<file path="src/rtl/c64_dma_arbiter.sv">
// Two-master DMA arbiter for the C64 expansion port: grants one master at a time,
// sequences dma/bus strobes against phi2 and BA, and returns read data with a 1-clk ack.
module c64_dma_arbiter #(
  parameter int BURST_MAX  = 16,
  parameter int GAP_CYCLES = 1
) (
  input  logic        i_clk,
  input  logic        i_reset,
  input  logic        i_phi2,
  input  logic        i_ba,
  input  logic [7:0]  i_bus_do,
  output logic        o_dma,
  output logic [15:0] o_bus_addr,
  output logic [7:0]  o_bus_di,
  output logic        o_bus_we,
  input  logic        i_a_req,
  input  logic [15:0] i_a_addr,
  input  logic        i_a_we,
  input  logic [7:0]  i_a_wdata,
  output logic        o_a_ack,
  output logic [7:0]  o_a_rdata,
  input  logic        i_b_req,
  input  logic [15:0] i_b_addr,
  input  logic        i_b_we,
  input  logic [7:0]  i_b_wdata,
  output logic        o_b_ack,
  output logic [7:0]  o_b_rdata,
  output logic        o_grant
);

  localparam int BW = $clog2(BURST_MAX + 1);
  localparam int GW = $clog2(GAP_CYCLES + 1);

  typedef enum logic [2:0] {S_IDLE, S_ARM, S_XFER, S_HOLD, S_GAP} state_t;

  state_t        r_state, w_state_nxt;
  logic          r_phi2_q;
  logic          r_dma, r_bus_we, r_a_ack, r_b_ack, r_grant;
  logic [15:0]   r_bus_addr;
  logic [7:0]    r_bus_di, r_a_rdata, r_b_rdata;
  logic [BW-1:0] r_burst;
  logic [GW-1:0] r_gap;

  logic w_rise, w_fall, w_win_req, w_arb_win;
  logic w_arb, w_latch, w_done, w_release;

  assign w_rise    = i_phi2 & ~r_phi2_q;
  assign w_fall    = ~i_phi2 & r_phi2_q;
  assign w_win_req = r_grant ? i_b_req : i_a_req;
  // Tie goes to the port that did not hold the last grant.
  assign w_arb_win = (i_a_req & i_b_req) ? ~r_grant : ~i_a_req;

  always_comb begin
    w_state_nxt = r_state;
    w_arb       = 1'b0;
    w_latch     = 1'b0;
    w_done      = 1'b0;
    w_release   = 1'b0;
    case (r_state)
      S_IDLE: begin
        if (w_fall && (i_a_req || i_b_req)) begin
          w_arb       = 1'b1;
          w_state_nxt = S_ARM;
        end
      end
      S_ARM: begin
        if (w_rise) begin
          if (!w_win_req) begin
            w_release   = 1'b1;
            w_state_nxt = S_GAP;
          end else if (i_ba) begin
            w_latch     = 1'b1;
            w_state_nxt = S_XFER;
          end
        end
      end
      S_XFER: begin
        if (w_fall) begin
          w_done      = 1'b1;
          w_state_nxt = S_HOLD;
        end
      end
      S_HOLD: begin
        if (w_rise) begin
          if (!w_win_req || (r_burst == BW'(BURST_MAX))) begin
            w_release   = 1'b1;
            w_state_nxt = S_GAP;
          end else if (i_ba) begin
            w_latch     = 1'b1;
            w_state_nxt = S_XFER;
          end
        end
      end
      S_GAP: begin
        if (w_fall && ((r_gap + 1'b1) == GW'(GAP_CYCLES)))
          w_state_nxt = S_IDLE;
      end
      default: w_state_nxt = S_IDLE;
    endcase
  end

  always_ff @(posedge i_clk or posedge i_reset) begin
    if (i_reset) r_state <= S_IDLE;
    else         r_state <= w_state_nxt;
  end

  always_ff @(posedge i_clk or posedge i_reset) begin
    if (i_reset) begin
      r_phi2_q   <= 1'b0;
      r_dma      <= 1'b0;
      r_bus_addr <= '0;
      r_bus_di   <= '0;
      r_bus_we   <= 1'b0;
      r_a_ack    <= 1'b0;
      r_b_ack    <= 1'b0;
      r_a_rdata  <= '0;
      r_b_rdata  <= '0;
      r_grant    <= 1'b1;
      r_burst    <= '0;
      r_gap      <= '0;
    end else begin
      r_phi2_q <= i_phi2;
      r_a_ack  <= 1'b0;
      r_b_ack  <= 1'b0;
      if (w_arb) begin
        r_grant <= w_arb_win;
        r_dma   <= 1'b1;
        r_burst <= '0;
      end
      if (w_latch) begin
        r_bus_addr <= r_grant ? i_b_addr  : i_a_addr;
        r_bus_we   <= r_grant ? i_b_we    : i_a_we;
        r_bus_di   <= r_grant ? i_b_wdata : i_a_wdata;
      end
      if (w_done) begin
        if (!r_bus_we) begin
          if (r_grant) r_b_rdata <= i_bus_do;
          else         r_a_rdata <= i_bus_do;
        end
        if (r_grant) r_b_ack <= 1'b1;
        else         r_a_ack <= 1'b1;
        r_burst <= r_burst + 1'b1;
      end
      // Address and write data stay on the bus after release; only the strobes drop.
      if (w_release) begin
        r_dma    <= 1'b0;
        r_bus_we <= 1'b0;
        r_gap    <= '0;
      end
      if ((r_state == S_GAP) && w_fall)
        r_gap <= r_gap + 1'b1;
    end
  end

  assign o_dma      = r_dma;
  assign o_bus_addr = r_bus_addr;
  assign o_bus_di   = r_bus_di;
  assign o_bus_we   = r_bus_we;
  assign o_a_ack    = r_a_ack;
  assign o_b_ack    = r_b_ack;
  assign o_a_rdata  = r_a_rdata;
  assign o_b_rdata  = r_b_rdata;
  assign o_grant    = r_grant;

endmodule

</file>
<file path="config.mk">
export PLATFORM = sky130hd
export DESIGN_NAME = c64_dma_arbiter
export DESIGN_NICKNAME = d
export VERILOG_FILES = /design/src/rtl/c64_dma_arbiter.sv
export SDC_FILE = /design/constraint.sdc
export NUM_CORES = 1
export LEC_CHECK = 0
export ABC_AREA = 1
export CAP_MARGIN = 20
export CORE_MARGIN = 2
export CORE_UTILIZATION = 25
export DETAILED_ROUTE_END_ITERATION = 8
export SLEW_MARGIN = 20
export SYNTH_ARGS = -nofsm -noshare
export SYNTH_HDL_FRONTEND = slang
export SYNTH_SLANG_ARGS = --single-unit
</file>
<file path="constraint.sdc">
create_clock -name i_clk -period 3.9 [get_ports i_clk]
set_input_delay 0.39 -clock i_clk [delete_from_list [all_inputs] [get_ports i_clk]]
set_output_delay 0.39 -clock i_clk [all_outputs]
set_load 0.1 [all_outputs]
</file>
## Word-level counts from Yosys, hierarchy flattened

Index checks and enable logic that the tools add are counted.

| cells by class | value |
|---|---|
| $add $sub $neg | 2 |
| $mul | 0 |
| div/mod/pow operators | 0 |
| $lt $le $gt $ge | 0 |
| equality and inequality tests | 10 |
| shifts and indexed selects | 0 |
| multiplexer cells | 41 |
| bitwise operators | 8 |
| reductions and logical operators | 14 |

Operators with widths:

| kind | number |
|---|---|
| $mux W1 | 26 |
| $mux W3 | 8 |
| $mux W16 | 1 |
| $pmux W3 S5 | 1 |
| $mux W5 | 2 |
| $ne A2 B2 Y1 const B | 5 |
| $mux W8 | 1 |
| $reduce_bool A2 Y1 | 4 |
| $eq A3 B2 Y1 const B | 2 |
| $reduce_and A3 Y1 | 2 |
| $add A5 B1 Y5 const B | 1 |
| $eq A5 B5 Y1 const B | 1 |
| $not A1 Y1 | 5 |
| $reduce_and A5 Y1 | 1 |
| $pmux W1 S2 | 2 |
| $and A1 B1 Y1 | 3 |
| $eq A3 B1 Y1 const B | 1 |
| $eq A3 B3 Y1 const B | 1 |
| $logic_and A1 B1 Y1 | 3 |
| $logic_not A3 Y1 | 1 |
| $logic_or A1 B1 Y1 | 2 |
| $add A1 B1 Y1 const B | 1 |
| $logic_not A1 Y1 | 1 |

| storage, ports and cells | value |
|---|---|
| flip-flop bits (word level) | 55 |
| latch bits | 0 |
| RAM bits | 0 |
| memory bits (read-only) | 0 |
| input bits | 64 |
| output and inout port bits | 45 |
| word-level logic and storage cells | 88 |
| memories | 0 |

## Logic depth before layout (Yosys ltp)

| logic depth | value |
|---|---|
| word-level depth | 8 |
| gate-level depth with buffers | 10 |
| depth with buffers taken out | 9 |

## Worst setup path before layout

OpenSTA, ideal clock, no wires.

| path | value |
|---|---|
| kind | register to register |
| start | register r_grant, in the netlist o_grant |
| end | register r_bus_addr[11], in the netlist o_bus_addr[11] |
| library setup time | 0.125 ns |
| arrival time | 1.810 ns |
| data required time | 3.775 ns |
| slack | 1.965 ns |
| cell stages (with the launch flop) | 10 |
| buffers on the path | 2 |
| cell sequence | dfstp_2 inv_1 nand2_1 nand2_1 inv_2 nand4_2 buf_6 buf_6 nand2_1 o21ai_1 |

| on the way | value |
|---|---|
| word-level cells in the longest chain between the ends | 6 |
| elaborated cells between the ends (all ways) | 9 |

RTL lines:

| what | line | source |
|---|---|---|
| start: declaration | 38 | `logic r_dma, r_bus_we, r_a_ack, r_b_ack, r_grant;` |
| start signal: assignment | 126 | `r_grant <= w_arb_win;` |
| $mux W1 | 49 | `assign w_win_req = r_grant ? i_b_req : i_a_req;` |
| $logic_not A1 Y1 | 85 | `if (!w_win_req \|\| (r_burst == BW'(BURST_MAX))) begin` |
| $logic_or A1 B1 Y1 | 85 |  |
| $mux W1 | 85 |  |
| $mux W1 | 84 | `if (w_rise) begin` |
| $pmux W1 S2 | 59 | `case (r_state)` |
| end signal: assignment | 131 | `r_bus_addr <= r_grant ? i_b_addr : i_a_addr;` |
| end: declaration | 39 | `logic [15:0] r_bus_addr;` |

Several ways; a longest one is shown, not always the timed one.
A chain may end at the register's enable or synchronous reset.

## Worst setup path after layout

| path | value |
|---|---|
| start | register r_grant, in the netlist o_grant |
| end | register r_bus_addr[2], in the netlist o_bus_addr[2] |

The elaborated chain is that of the path after synthesis.

==> flow_summary.ini <==
[floorplan]
i_o_pin_count = 109
fp.dieArea_mm2 = 0.0116
rows = 37
fp.coreArea_mm2 = 0.0104
dieWidth_um = 108
dieHeight_um = 108
initial_utilization_pct = 25.9

[layout]
finalCoreUtilization_pct = 38.1
fraction_of_final_layout_cells_sized_beyond_drive_strength_1_pct = 12.2
nNetsFinal = 457
area_delta_synth_final_pct = 47.3
antenna_cells_inserted = 0

[clock_network]
tritoncts.num_buffers = 5
tritoncts = yes
clock-root-buffer = clkbuf_8
clkLatencyLatePin_ns = 0.30
cts_buffer_depth = 2
cts_post_setup_buffers_inserted = 0
postCtsResizedCells = 0
clkSlewWorstSetupHoldPaths_ns = 0.10
ctsHoldBuffers = 0
clock_tree.htree_level_count = 2
clock_sinks = 55

[setup_path]
cp_common_cell = nand2_1
critical_path_peak_fanout = 49
timing.setup.critical_path_class = reg -> reg
worst_setup_path_start_kind = flop
timing.critical_path.cells = inv_1 -> nand2_1 -> nand2_1 -> inv_2 -> nand4_2 -> buf_4 -> nand2_1 -> o21ai_0
worstPathArrival_ns = 2.49
worstPathRequired_ns = 4.07
critical-path-slowest-cell = dfstp_2
path_delay_family = flip-flops
cp.buffers_inverters = 3
endpoint_kind = flop
cpPeakStageDelay_ns = 1.08

[timing]
maxSlewViolCount = 0
setup-violations-final = 0
period_minus_slack_ns = 2.32
post-route-period-util_pct = 59.5
achievable-frequency_mhz = 431
tightest_slew_ns = 1.01
fin_setup_tns_ns = 0
slew_headroom_pct = 32.6
clock-skew-final_ns = 0.00571
grt_setup_unrepaired = no
finalHoldViolations = 0

[global_route]
grt.total_usage_pct = 11.5
antenna_found_initial = 0
grt_pass1_vias = 2213
grt_pass1_wl_mm = 10.7
overflow = 0
grt_max_degree = 50

[job]
drv_cap = 0

[run_status]
run_status = completed

[placed_design]
port-buffer-count = 108
detailedPlacementHpwl_mm = 5.01
gp_congestion = 0.837

[routing]
drc = 0
routed-via-count = 2194
antenna_violating_nets_post_route = 0
post_drt_wl_per_cell_um = 12.3
first_pass_iters = 4
detail_route.vias_per_cell = 4.16
drt-initial-drc-count = 84
postRouteWirelength_mm = 6.52

[yosys]
synthesis.area_per_instance_um2 = 9.45
syn-instance-count = 284
synth.lib_cells_used.distinct = 28
ys_warn_count = 0
synth.net_count = 350
synthesis.area_mm2 = 0.00268
postSynthRegisterBits = 55
synth_sequential_area_ratio_pct = 51.3

[min_path]
hold_class = reg -> reg
## cells in the final DEF (no fill, tap or decap), drive strengths merged
cell | netlist | routed
nand3 | 15 | 15
nand4 | 2 | 2
ha | 2 | 2
o21ai | 47 | 47
nor2 | 16 | 16
clkbuf | 2 | 6
nand2 | 81 | 81
clkdlybuf4s50 | 0 | 107
clkinv | 0 | 1
inv | 26 | 26
dfrtp | 54 | 54
mux2i | 24 | 24
nor3 | 2 | 2
xor2 | 2 | 2
or2 | 1 | 1
clkinvlp | 0 | 1
dfstp | 1 | 1
a21oi | 1 | 1
buf | 8 | 3
## state kept, by name (all words and copies together) (netlist names), 3 cells and up
name / cells
o_bus_addr: 16
o_a_rdata: 8
o_b_rdata: 8
o_bus_di: 8
r_burst: 5
r_state: 3
## per-stage QoR
stage	std cells	hold WS, ns	cell area (µm²)	setup WS (ns)
floorplan	284	0.421	2680	1.97
global placement	520	0.465	3870	1.66
detailed placement	520	0.470	3870	1.56
CTS	528	0.496	3950	1.56
global route	528	0.515	3950	1.34
finish	528	0.490	3950	1.58
## kinds of logic (layout without fill, tap and decap cells)
family / count (synthesis) / after routing / share of synthesized area [%]
muxes: 24 / 24 / 8.95
buffers and inverters: 36 / 144 / 6.71
and+or+nand+nor: 117 / 117 / 19.5
adders and majority gates: 2 / 2 / 0.932
DFF: 55 / 55 / 51.3
xor gates and xnor gates: 2 / 2 / 0.653
AOI/OAI and AO/OA: 48 / 48 / 11.9
## cells in the mapped netlist
cell	count	area share [%]
clkbuf_1	1	0.14
nand4_1	1	0.23
nor2_1	12	1.7
inv_2	3	0.42
nand3_2	1	0.37
o21ai_2	21	6.9
a21oi_1	1	0.19
dfrtp_1	54	50
o21ai_0	21	3.9
o21ai_1	5	0.93
nor2_2	1	0.23
inv_4	1	0.23
dfstp_2	1	0.98
nand4_2	1	0.47
buf_6	5	2.1
nand2_1	77	11
nand2_2	2	0.47
nor3_1	2	0.37
clkbuf_2	1	0.19
xor2_1	2	0.65
or2_2	1	0.23
inv_1	22	3.1
mux2i_1	24	9.0
nand2_4	2	0.84
buf_2	3	0.56
ha_1	2	0.93
nor2_4	3	1.3
nand3_1	14	2.6
## area by class of cell
| class | instances | area, µm² |
|---|---|---|
| Multi-Input combinational cell | 193 | 1130 |
| Sequential cell | 55 | 1380 |
| Timing Repair Buffer | 110 | 1090 |
| Inverter | 26 | 100 |
| Tap cell | 136 | 170 |
| Fill cell | 1093 | 6420 |
| Clock buffer | 6 | 72.6 |
| Clock inverter | 2 | 12.5 |
## worst reg2reg max path: stages (launching register included)
cell	delay, ns
dfstp_2	1.08
inv_1	0.25
nand2_1	0.11
nand2_1	0.08
inv_2	0.10
nand4_2	0.09
buf_4	0.28
nand2_1	0.12
o21ai_0	0.08
## per-layer routing
metal  wire (µm)  GRT usage, %  up-vias
met4          39          1.92        0
met2        3100          19.7       67
met1        2920          14.5      990
met3         453          3.51        4
met5           0             0        -
li1            -             -     1133
## final timing paths
path                            cells after the start          start  slack [ns]             end
worst max-delay path                                8        o_grant        1.58   o_bus_addr[2]
worst min-delay path                                2  o_bus_addr[3]        0.49   o_bus_addr[3]
worst max register to register                      8        o_grant        1.58   o_bus_addr[2]
worst min register to register                      2  o_bus_addr[3]        0.49   o_bus_addr[3]
max in group asynchronous                           3        i_reset        2.60  o_bus_addr[11]
min in group asynchronous                           2        i_reset        0.53    o_b_rdata[1]
Power is left out: the tool's default activity adds up to more than one toggle a clock period on the data nets, which glitch-free logic cannot reach.
